`src/rtl/sar_multi.sv`:
```
// Multi-channel successive-approximation ADC sequencer.
// A toggle on sar_soc starts a pass over the masked channels (lowest first).
// Each channel is sampled and converted 2^sar_avg times; the truncated mean
// is published on sar_code/sar_chan with a toggle on sar_eoc. Comparator
// handshakes use ms_sar_clock / ms_sar_rdy; a missing ready aborts the pass.
module sar_multi #(
  parameter int NBIT      = 10,
  parameter int NCHAN     = 4,
  parameter int TSAMPLE   = 4,
  parameter int STEP_SIZE = 4,
  parameter int TIMEOUT   = 15
) (
  input  logic                     f100m_clk,
  input  logic                     rstb,
  input  logic                     atpg,
  input  logic                     sar_soc,
  input  logic [NCHAN-1:0]         sar_chan_mask,
  input  logic [1:0]               sar_avg,
  output logic                     sar_busy,
  output logic                     sar_eoc,
  output logic                     sar_err,
  output logic                     sar_warn,
  output logic [NBIT-1:0]          sar_code,
  output logic [$clog2(NCHAN)-1:0] sar_chan,
  input  logic                     ms_sar_dh,
  input  logic                     ms_sar_dl,
  input  logic                     ms_sar_rdy,
  output logic                     ms_sar_clock,
  output logic                     ms_sar_sample,
  output logic [NCHAN-1:0]         ms_sar_sel,
  output logic [NBIT-1:0]          ms_sar_sw,
  output logic [NBIT-1:0]          ms_sar_swb
);

  localparam int CW   = $clog2(NCHAN);
  localparam int BW   = (NBIT > 1) ? $clog2(NBIT) : 1;
  localparam int AW   = NBIT + 3;
  localparam int TMAX = (TSAMPLE > TIMEOUT) ? TSAMPLE : TIMEOUT;
  localparam int TW   = $clog2(TMAX + 1);

  typedef enum logic [2:0] {
    ST_IDLE, ST_SAMPLE, ST_CONV, ST_ACC, ST_DONE
  } st_t;

  st_t              state, state_nxt;
  logic             soc_q, armed;
  logic [NCHAN-1:0] mask_q;
  logic [1:0]       avg_q;
  logic [CW-1:0]    chan_q, nxt_chan;
  logic             nxt_vld;
  logic [TW-1:0]    cnt;
  logic [BW-1:0]    bit_idx;
  logic [NBIT-1:0]  res_q;
  logic [AW-1:0]    acc;
  logic [3:0]       conv_cnt;

  logic soc_acc, decide, tmo, samp_end, conv_last;

  // Lowest set bit of a mask; zero when the mask is empty.
  function automatic logic [CW-1:0] low_bit(input logic [NCHAN-1:0] m);
    low_bit = '0;
    for (int i = NCHAN - 1; i >= 0; i--)
      if (m[i]) low_bit = CW'(i);
  endfunction

  // soc is only meaningful once the first post-reset value has been sampled
  assign soc_acc   = armed && (sar_soc != soc_q) && (state == ST_IDLE);
  assign samp_end  = (cnt == TW'(TSAMPLE - 1));
  assign decide    = (state == ST_CONV) && (cnt >= TW'(STEP_SIZE - 1)) && ms_sar_rdy;
  assign tmo       = (state == ST_CONV) && !decide && (cnt == TW'(TIMEOUT - 1));
  assign conv_last = ((conv_cnt + 4'd1) == (4'd1 << avg_q));

  // Next channel in the pass: lowest captured mask bit above the current one.
  always_comb begin
    nxt_chan = '0;
    nxt_vld  = 1'b0;
    for (int i = NCHAN - 1; i >= 0; i--)
      if (mask_q[i] && (CW'(i) > chan_q)) begin
        nxt_chan = CW'(i);
        nxt_vld  = 1'b1;
      end
  end

  // FSM state register.
  always_ff @(posedge f100m_clk or negedge rstb)
    if (!rstb) state <= ST_IDLE;
    else       state <= state_nxt;

  // FSM next-state logic.
  always_comb begin
    state_nxt = state;
    case (state)
      ST_IDLE:   if (soc_acc && |sar_chan_mask) state_nxt = ST_SAMPLE;
      ST_SAMPLE: if (samp_end) state_nxt = ST_CONV;
      ST_CONV: begin
        if (tmo)                            state_nxt = ST_IDLE;
        else if (decide && (bit_idx == '0)) state_nxt = ST_ACC;
      end
      ST_ACC:    state_nxt = conv_last ? ST_DONE : ST_SAMPLE;
      ST_DONE:   state_nxt = nxt_vld ? ST_SAMPLE : ST_IDLE;
      default:   state_nxt = ST_IDLE;
    endcase
  end

  // FSM outputs: analogue front-end controls, gated off in test mode.
  always_comb begin
    sar_busy      = (state != ST_IDLE);
    ms_sar_sample = 1'b0;
    ms_sar_sel    = '0;
    ms_sar_clock  = 1'b0;
    ms_sar_sw     = '0;
    ms_sar_swb    = '0;
    case (state)
      ST_SAMPLE: begin
        ms_sar_sample      = 1'b1;
        ms_sar_sel[chan_q] = 1'b1;
      end
      ST_CONV: begin
        ms_sar_clock = (cnt == '0);
        ms_sar_sw    = res_q | (NBIT'(1) << bit_idx);
        ms_sar_swb   = ~ms_sar_sw;
      end
      default: ;
    endcase
    if (atpg) begin
      ms_sar_sample = 1'b0;
      ms_sar_sel    = '0;
      ms_sar_sw     = '0;
      ms_sar_swb    = '0;
    end
  end

  // soc edge tracking; toggles while busy are absorbed into the copy.
  always_ff @(posedge f100m_clk or negedge rstb)
    if (!rstb) begin
      soc_q <= 1'b0;
      armed <= 1'b0;
    end else begin
      soc_q <= sar_soc;
      armed <= 1'b1;
    end

  // Sequencing datapath: timers, bit search, accumulation and result outputs.
  always_ff @(posedge f100m_clk or negedge rstb)
    if (!rstb) begin
      mask_q   <= '0;
      avg_q    <= '0;
      chan_q   <= '0;
      cnt      <= '0;
      bit_idx  <= '0;
      res_q    <= '0;
      acc      <= '0;
      conv_cnt <= '0;
      sar_eoc  <= 1'b0;
      sar_err  <= 1'b0;
      sar_warn <= 1'b0;
      sar_code <= '0;
      sar_chan <= '0;
    end else begin
      if (soc_acc) begin
        mask_q   <= sar_chan_mask;
        avg_q    <= sar_avg;
        chan_q   <= low_bit(sar_chan_mask);
        acc      <= '0;
        conv_cnt <= '0;
        if (~|sar_chan_mask) sar_err <= ~sar_err;
      end
      case (state)
        ST_SAMPLE: begin
          cnt     <= samp_end ? '0 : cnt + 1'b1;
          bit_idx <= BW'(NBIT - 1);
          res_q   <= '0;
        end
        ST_CONV: begin
          if (decide) begin
            cnt            <= '0;
            res_q[bit_idx] <= ms_sar_dh;
            if (bit_idx != '0) bit_idx <= bit_idx - 1'b1;
            // both comparator outputs high: keep the bit but flag it
            if (ms_sar_dh && ms_sar_dl) sar_warn <= ~sar_warn;
          end else if (tmo) begin
            cnt      <= '0;
            sar_err  <= ~sar_err;
            acc      <= '0;
            conv_cnt <= '0;
          end else begin
            cnt <= cnt + 1'b1;
          end
        end
        ST_ACC: begin
          acc      <= acc + AW'(res_q);
          conv_cnt <= conv_last ? 4'd0 : conv_cnt + 4'd1;
        end
        ST_DONE: begin
          sar_code <= NBIT'(acc >> avg_q);
          sar_chan <= chan_q;
          sar_eoc  <= ~sar_eoc;
          acc      <= '0;
          if (nxt_vld) chan_q <= nxt_chan;
        end
        default: cnt <= '0;
      endcase
    end

endmodule

```
`config.mk`:
```
export PLATFORM = sky130hd
export DESIGN_NAME = sar_multi
export DESIGN_NICKNAME = d
export VERILOG_FILES = /design/src/rtl/sar_multi.sv
export SDC_FILE = /design/constraint.sdc
export NUM_CORES = 1
export LEC_CHECK = 0
export BUFFER_PORTS_ARGS = -buffer_cell sky130_fd_sc_hd__buf_2
export CORE_MARGIN = 1
export CORE_UTILIZATION = 40
export DETAILED_ROUTE_END_ITERATION = 12
export PLACE_DENSITY = 0.61
export SLEW_MARGIN = 15
export SYNTH_ARGS = -nofsm -noshare
export SYNTH_HDL_FRONTEND = slang
export SYNTH_SLANG_ARGS = --single-unit
```
`constraint.sdc`:
```
create_clock -name f100m_clk -period 3.4 [get_ports f100m_clk]
set_input_delay 0.17 -clock f100m_clk [delete_from_list [all_inputs] [get_ports f100m_clk]]
set_output_delay 0.17 -clock f100m_clk [all_outputs]
set_load 0.005 [all_outputs]
```
==> results of run 1 <==
==> layout make-up <==
cell class,count,area share
multi-input combinational,346,0.491
sequential,62,0.343
timing repair buffer,58,0.0675
tap,129,0.0357
clock buffer,11,0.0335
clock inverter,4,0.0155
inverter,17,0.0141
==> placed cells by master (no fill, tap or decap), types with 3 or more instances in the layout <==
cell type  Yosys  routed
buf_2          9      54
clkbuf_8       0      11
ha_1          19      19
o21a_1         4       4
o21ai_0       46      46
and3_1         3       3
a21o_1         3       3
dfrtp_1       62      62
and2_1         4       4
a31oi_1        8       8
nor2b_1       15      15
nor2_1        40      40
mux2_2         9       9
nand3_1       10      10
nand4b_1       4       4
xnor2_1        4       4
xor2_1         9       9
nand2_1       59      59
nor4_1         5       5
nor3_1         5       5
nand2b_1       5       5
mux2i_1       11      11
a21oi_1       31      31
inv_1         17      17
==> path summary, 6_finish.rpt <==
path,start,end,slack [ns]
min reg2reg,sar_code[3],sar_code[3],0.46
max in group asynchronous,rstb,chan_q[0],2.18
max reg2reg,state[1],acc[11],1.08
min,sar_avg[1],avg_q[1],0.07
min in group asynchronous,rstb,acc[6],0.48
max,state[1],ms_sar_swb[9],0.77
==> power by group through the flow <==
| stage | sequential [W] | combinational (W) | clock, W |
|---|---|---|---|
| floorplan | 0.00114 | 0.00113 | 0 |
| global route | 0.00134 | 0.00157 | 0.000790 |
| finish | 0.00129 | 0.00139 | 0.000739 |
| CTS | 0.00129 | 0.00140 | 0.000756 |
| detailed placement | 0.00130 | 0.00139 | 0 |
| global placement | 0.00129 | 0.00137 | 0 |
==> per-stage QoR <==
stage	power (W)	instance area (um^2)	worst slack (ns)	hold WS, ns
floorplan	0.00226	3920	1.42	-0.126
detailed placement	0.00269	4280	1.10	0.308
global placement	0.00265	4280	1.18	0.305
finish	0.00342	4530	0.766	0.0685
CTS	0.00344	4530	0.761	0.0594
global route	0.00370	4530	0.511	0.0511
==> cell families (layout without fill, tap and decap cells) <==
family          after synthesis  in the layout  share of synthesized area
simple gates                167            167                      0.211
compound gates              122            122                      0.191
flops                        62             62                      0.396
buf+inv                      36             90                     0.0373
mux                          22             22                     0.0654
fa+ha+maj                    20             20                     0.0658
xor+xnor                     14             14                     0.0332
other cells                   1              1                   0.000957
==> flip-flops by register name, summed over array words and instances (netlist names) <==
| name | flops |
|---|---|
| acc | 13 |
| armed | 1 |
| avg_q | 2 |
| bit_idx | 4 |
| chan_q | 2 |
| cnt | 4 |
| conv_cnt | 4 |
| mask_q | 3 |
| res_q | 10 |
| sar_chan | 2 |
| sar_code | 10 |
| sar_eoc | 1 |
| sar_err | 1 |
| sar_warn | 1 |
| soc_q | 1 |
| state | 3 |
==> worst max-delay path, stage by stage (launching register included) <==
cell and delay [ns]:
dfrtp_1 0.58, nor2b_1 0.27, nand2b_1 0.33, or2_2 0.54
nor3_1 0.24, buf_2 0.15
==> metal layers <==
metal / vias up / wire length [um] / GRT usage
li1: 1681 / - / -
met1: 1643 / 4590 / 0.262
met2: 51 / 4610 / 0.341
met3: 7 / 233 / 0.0458
met4: 0 / 67 / 0.0502
met5: - / 0 / 0
==> results.yml, run 1 <==
outcome:
  run_status: "complete, no violations"
timing:
  fin_tns_setup_ns: 0
  period_share: 0.775
  fmax_ghz: 0.380
  grt_setup_unrepaired: "false"
  worst_pin_slew_ns: 0.856
  finalClockSkew_ns: 0.00973
  slew_violations: 0
  final.min_clock_period_ns: 2.63
  finalSetupViolCount: 0
  finalHoldViolCount: 0
  relSlewSlack: 0.430
clock_tree:
  cts_hold_buf: 2
  clk_latency_ns: 0.34
  clock_sinks: 62
  postCtsSetupRepairBufs: 0
  clock_path_buffers: 2
  cts_tree: "built"
  cts.repair.resized: 0
  clk_pin_slew_ns: 0.07
  cts_buffers: 9
  cts_root_buf: "clkbuf_8"
  htree_num_levels: 3
logic_synthesis:
  synth_top_cell_by_area: "dfrtp_1"
  synth_common_cells: "62 x dfrtp_1, 59 x nand2_1, 46 x o21ai_0"
  yosysSeqAreaShare: 0.396
  synthDominantCellAreaShare: 0.396
  synth_edf_count: 0
  avgSynthCellArea_um2: 8.83
  synth-seq-cells: 62
  yosysMostFrequentCell: "dfrtp_1"
  syn_inst: 444
  ys.flop_type: "dfrtp_1"
  synth_fp_nets: 477
  yosys-top-cells-area: "dfrtp_1 40%, ha_1 6.1%, o21ai_0 5.9%, nand2_1 5.6%, a21oi_1 4.0%"
  netlist_area_um2: 3920
  synth_cell_types: 64
  async_flop_share: 1.00
  yosysWarningCount: 0
final_layout:
  syn2layout_area_growth_pct: 15.4
  antenna_cells: 0
  drive_above_1_share: 0.191
  multi_input_area_um2: 2220
  final_cells: 627
  nets: 527
  seqCellArea_um2: 1550
  finish.utilization: 0.483
  fill_cells: 949
placed_design:
  portBuffers: 54
  gp_congestion: 0.806
  hpwlAfterDp_um: 7020
  dp_cells: 610
global_routing:
  gr-total-overflow: 0
  grt_max_degree: 38
  first_global_vias: 3173
  grt_use_total: 0.202
  grt_pass1_wl_um: 15800
  antenna_found_initial: 0
die:
  ios: 55
  rows: 35
  core_um2: 9370
  dieArea_um2: 10200
  fp.dieW_um: 101
  die_h_um: 101
  initial_core_util: 0.418
power:
  p_switching_w: 0.00141
  pwr-share-comb: 0.407
  pwr-share-seq: 0.377
  internal_power_w: 0.00201
  p_sw_frac: 0.412
  powerDensity_nw_per_um2: 755
  ir_drop_v: 0.000383
  power_leakage_nw: 2.12
  p_clk_frac: 0.216
setup_path:
  cp.required_ns: 3.23
  startpoint_type: "register"
  worst-setup-path-type: "register to output port"
  crit_arrival_ns: 2.46
  critical_path.max_fanout: 20
  critPathCaptureType: "output port"
  ff2ff_path_depth: 6
detailed_routing:
  drc: 0
  drt-initial-drc-count: 136
  drt_wl_total_um: 9500
  vias: 3382
  route.detailed.wl_per_inst_um: 15.2
  dr.pass1.iters: 4
  ant_nets: 0
  avgViaCountPerCell: 5.39
min_path:
  holdCritPathClass: "input pin to register"
  whs_path_depth: 2
flow_run:
  drv_cap: 0
Note: power is estimated with default switching activity, not from simulation.
==> run 2, diff against run 1 <==
ABC_AREA = 1   (was unset)
clock period = 2.44 ns   (was 3.4 ns; I/O delays follow)
==> run 2 against run 1 <==
Register-to-register slack lost 0.63 ns. Via count grew 12%. Sequential cell count is the same. First-iteration DRC count grew 36%. Critical endpoint is now ms_sar_swb[0]. Area after synthesis grew 3.6%. Critical path type unchanged. Worst hold slack lost 0.013 ns.
==> results.yml, run 2 <==
min_path:
  holdCritPathClass: "input pin to register"
  hold_end: "mask_q[1]"
  min-delay-start: "sar_chan_mask[1]"
  whs_path_depth: 3
logic_synthesis:
  synth_top_cell_by_area: "dfrtp_1"
  synth_edf_count: 0
  synthDominantCellAreaShare: 0.382
  syn_inst: 563
  netlist_area_um2: 4060
  synth_fp_nets: 596
  yosys-top-cells-area: "dfrtp_1 38%, nand2_1 13%, nor2_1 7.1%, nand3_1 6.5%, inv_1 6.1%"
  yosysMostFrequentCell: "nand2_1"
  synth_common_cells: "143 x nand2_1, 77 x nor2_1, 66 x inv_1"
  synth-seq-cells: 62
  synth_cell_types: 38
  avgSynthCellArea_um2: 7.22
  async_flop_share: 1.00
  ys.flop_type: "dfrtp_1"
  yosysSeqAreaShare: 0.382
  yosysWarningCount: 0
detailed_routing:
  vias: 3793
  drc: 0
  route.detailed.wl_per_inst_um: 12.7
  dr.pass1.iters: 4
  drt_wl_total_um: 9670
  avgViaCountPerCell: 5.00
  ant_nets: 0
  drt-initial-drc-count: 185
final_layout:
  seqCellArea_um2: 1550
  fill_cells: 1011
  layout_commonest_cell: "nand2_1"
  multi_input_area_um2: 2150
  final_cells: 759
  final_cell_mix: "143 x nand2_1, 77 x nor2_1, 66 x inv_1"
  syn2layout_area_growth_pct: 15.2
  largest_register_ffs: 13
  nets: 654
  finish.utilization: 0.477
  largestRegisters: "acc x13, res_q x10, sar_code x10"
  drive_above_1_share: 0.137
  top_register: "acc"
  antenna_cells: 0
timing:
  finalClockSkew_ns: 0.0102
  fin_tns_setup_ns: 0
  relSlewSlack: 0.516
  fmax_ghz: 0.484
  final.min_clock_period_ns: 2.07
  grt_setup_unrepaired: "false"
  worst_pin_slew_ns: 0.725
  finalHoldViolCount: 0
  period_share: 0.847
  finalSetupViolCount: 0
  setup_slack_ns: 0.373
  slew_violations: 0
outcome:
  run_status: "complete, no violations"
clock_tree:
  clk_pin_slew_ns: 0.07
  clock_path_buffers: 2
  cts_root_buf: "clkbuf_8"
  cts_hold_buf: 5
  htree_num_levels: 3
  clk_latency_ns: 0.34
  postCtsSetupRepairBufs: 0
  cts_tree: "built"
  clock_sinks: 62
  cts.repair.resized: 0
  cts_buffers: 9
placed_design:
  dp_cells: 738
  portBuffers: 54
  hpwlAfterDp_um: 7400
  gp_congestion: 0.881
  dp_slack_ns: 0.466
setup_path:
  critPathMaxStageDelay_ns: 0.45
  ff2ff_path_depth: 9
  cp.required_ns: 2.32
  crit_family: "simple AND/OR/NAND/NOR gates"
  critical_path.max_fanout: 20
  worst-setup-path-type: "register to output port"
  crit_slowest_cell: "or2_1"
  critPathBufInv: 1
  critPathCaptureType: "output port"
  startpoint_type: "register"
  timing.rr.start: "res_q[0]"
  path_cells: "nor2_4 -> nand2_4 -> or2_1 -> nor3_1 -> buf_2"
  reg2reg_to: "acc[12]"
  critical_path_cell_count: 5
  crit_arrival_ns: 1.95
  r2r_setup_slack_ns: 0.45
die:
  ios: 55
  die_h_um: 103
  initial_core_util: 0.414
  core_um2: 9820
  dieArea_um2: 10600
  fp.dieW_um: 103
  rows: 36
power:
  ir_drop_v: 0.000362
  powerDensity_nw_per_um2: 923
  power_leakage_nw: 2.52
flow_run:
  drv_cap: 0
global_routing:
  antenna_found_initial: 0
  grt_max_degree: 33
  grt_pass1_wl_um: 16500
  gr-total-overflow: 0
  first_global_vias: 3581
  grt_use_total: 0.204
## run 2: through the flow
stage,hold slack (ns),cell area [um^2],power (W)
finish,0.0556,4680,0.00432
global route,0.0491,4680,0.00471
CTS,0.0508,4680,0.00435
detailed placement,0.229,4430,0.00339
global placement,0.233,4430,0.00336
floorplan,-0.174,4060,0.00291
## run 2: worst reg2reg max path, delay by kind of cell, from the launching register on
family                   cells  cell delay, ns
AO/OA/AOI/OAI                1            0.37
flip-flops                   1            0.40
buffers and inverters        1            0.07
AND/OR/NAND/NOR              5            0.44
adder cells (fa/ha/maj)      2            0.61
## run 2: worst max-delay path by stage
| stage | from | end |
|---|---|---|
| 2_1_floorplan | res_q[0] | acc[12] |
| 3_3_place_gp | res_q[0] | acc[12] |
| 3_5_place_dp | res_q[0] | acc[12] |
| 4_1_cts | state[2] | ms_sar_swb[0] |
| 5_1_grt | state[2] | ms_sar_swb[0] |
| 6_report | state[2] | ms_sar_swb[0] |
## run 2: routing by layer
layer / GRT usage / part of all wire / wire [um] / vias up
met3: 0.0407 / 0.037 / 357 / 20
met1: 0.270 / 0.50 / 4820 / 1748
met5: 0 / 0 / 0 / -
met2: 0.327 / 0.44 / 4280 / 87
met4: 0.0834 / 0.022 / 212 / 0
li1: - / - / - / 1938
## run 2: where the power goes
part / internal [W] / switching [W] / total [W]
Clock: 0.000527 / 0.000413 / 0.000940
Combinational: 0.000642 / 0.00116 / 0.00180
Sequential: 0.00130 / 0.000283 / 0.00158
## run 2: logic make-up (layout without fill, tap and decap cells)
logic type / count (synthesis) / count (layout) / synth area share
mux: 7 / 7 / 0.0172
flops: 62 / 62 / 0.382
other cells: 1 / 1 / 0.000923
buf+inv: 84 / 147 / 0.0884
xor+xnor: 8 / 8 / 0.0172
fa+ha+maj: 20 / 20 / 0.0634
compound gates: 85 / 85 / 0.124
simple gates: 296 / 296 / 0.307
## run 2: cell type report
type | instances | area share
Clock buffer | 13 | 0.0339
Timing Repair Buffer | 60 | 0.0727
Clock inverter | 3 | 0.00909
Tap cell | 133 | 0.0356
Multi-Input combinational cell | 417 | 0.460
Inverter | 71 | 0.0575
Sequential cell | 62 | 0.331
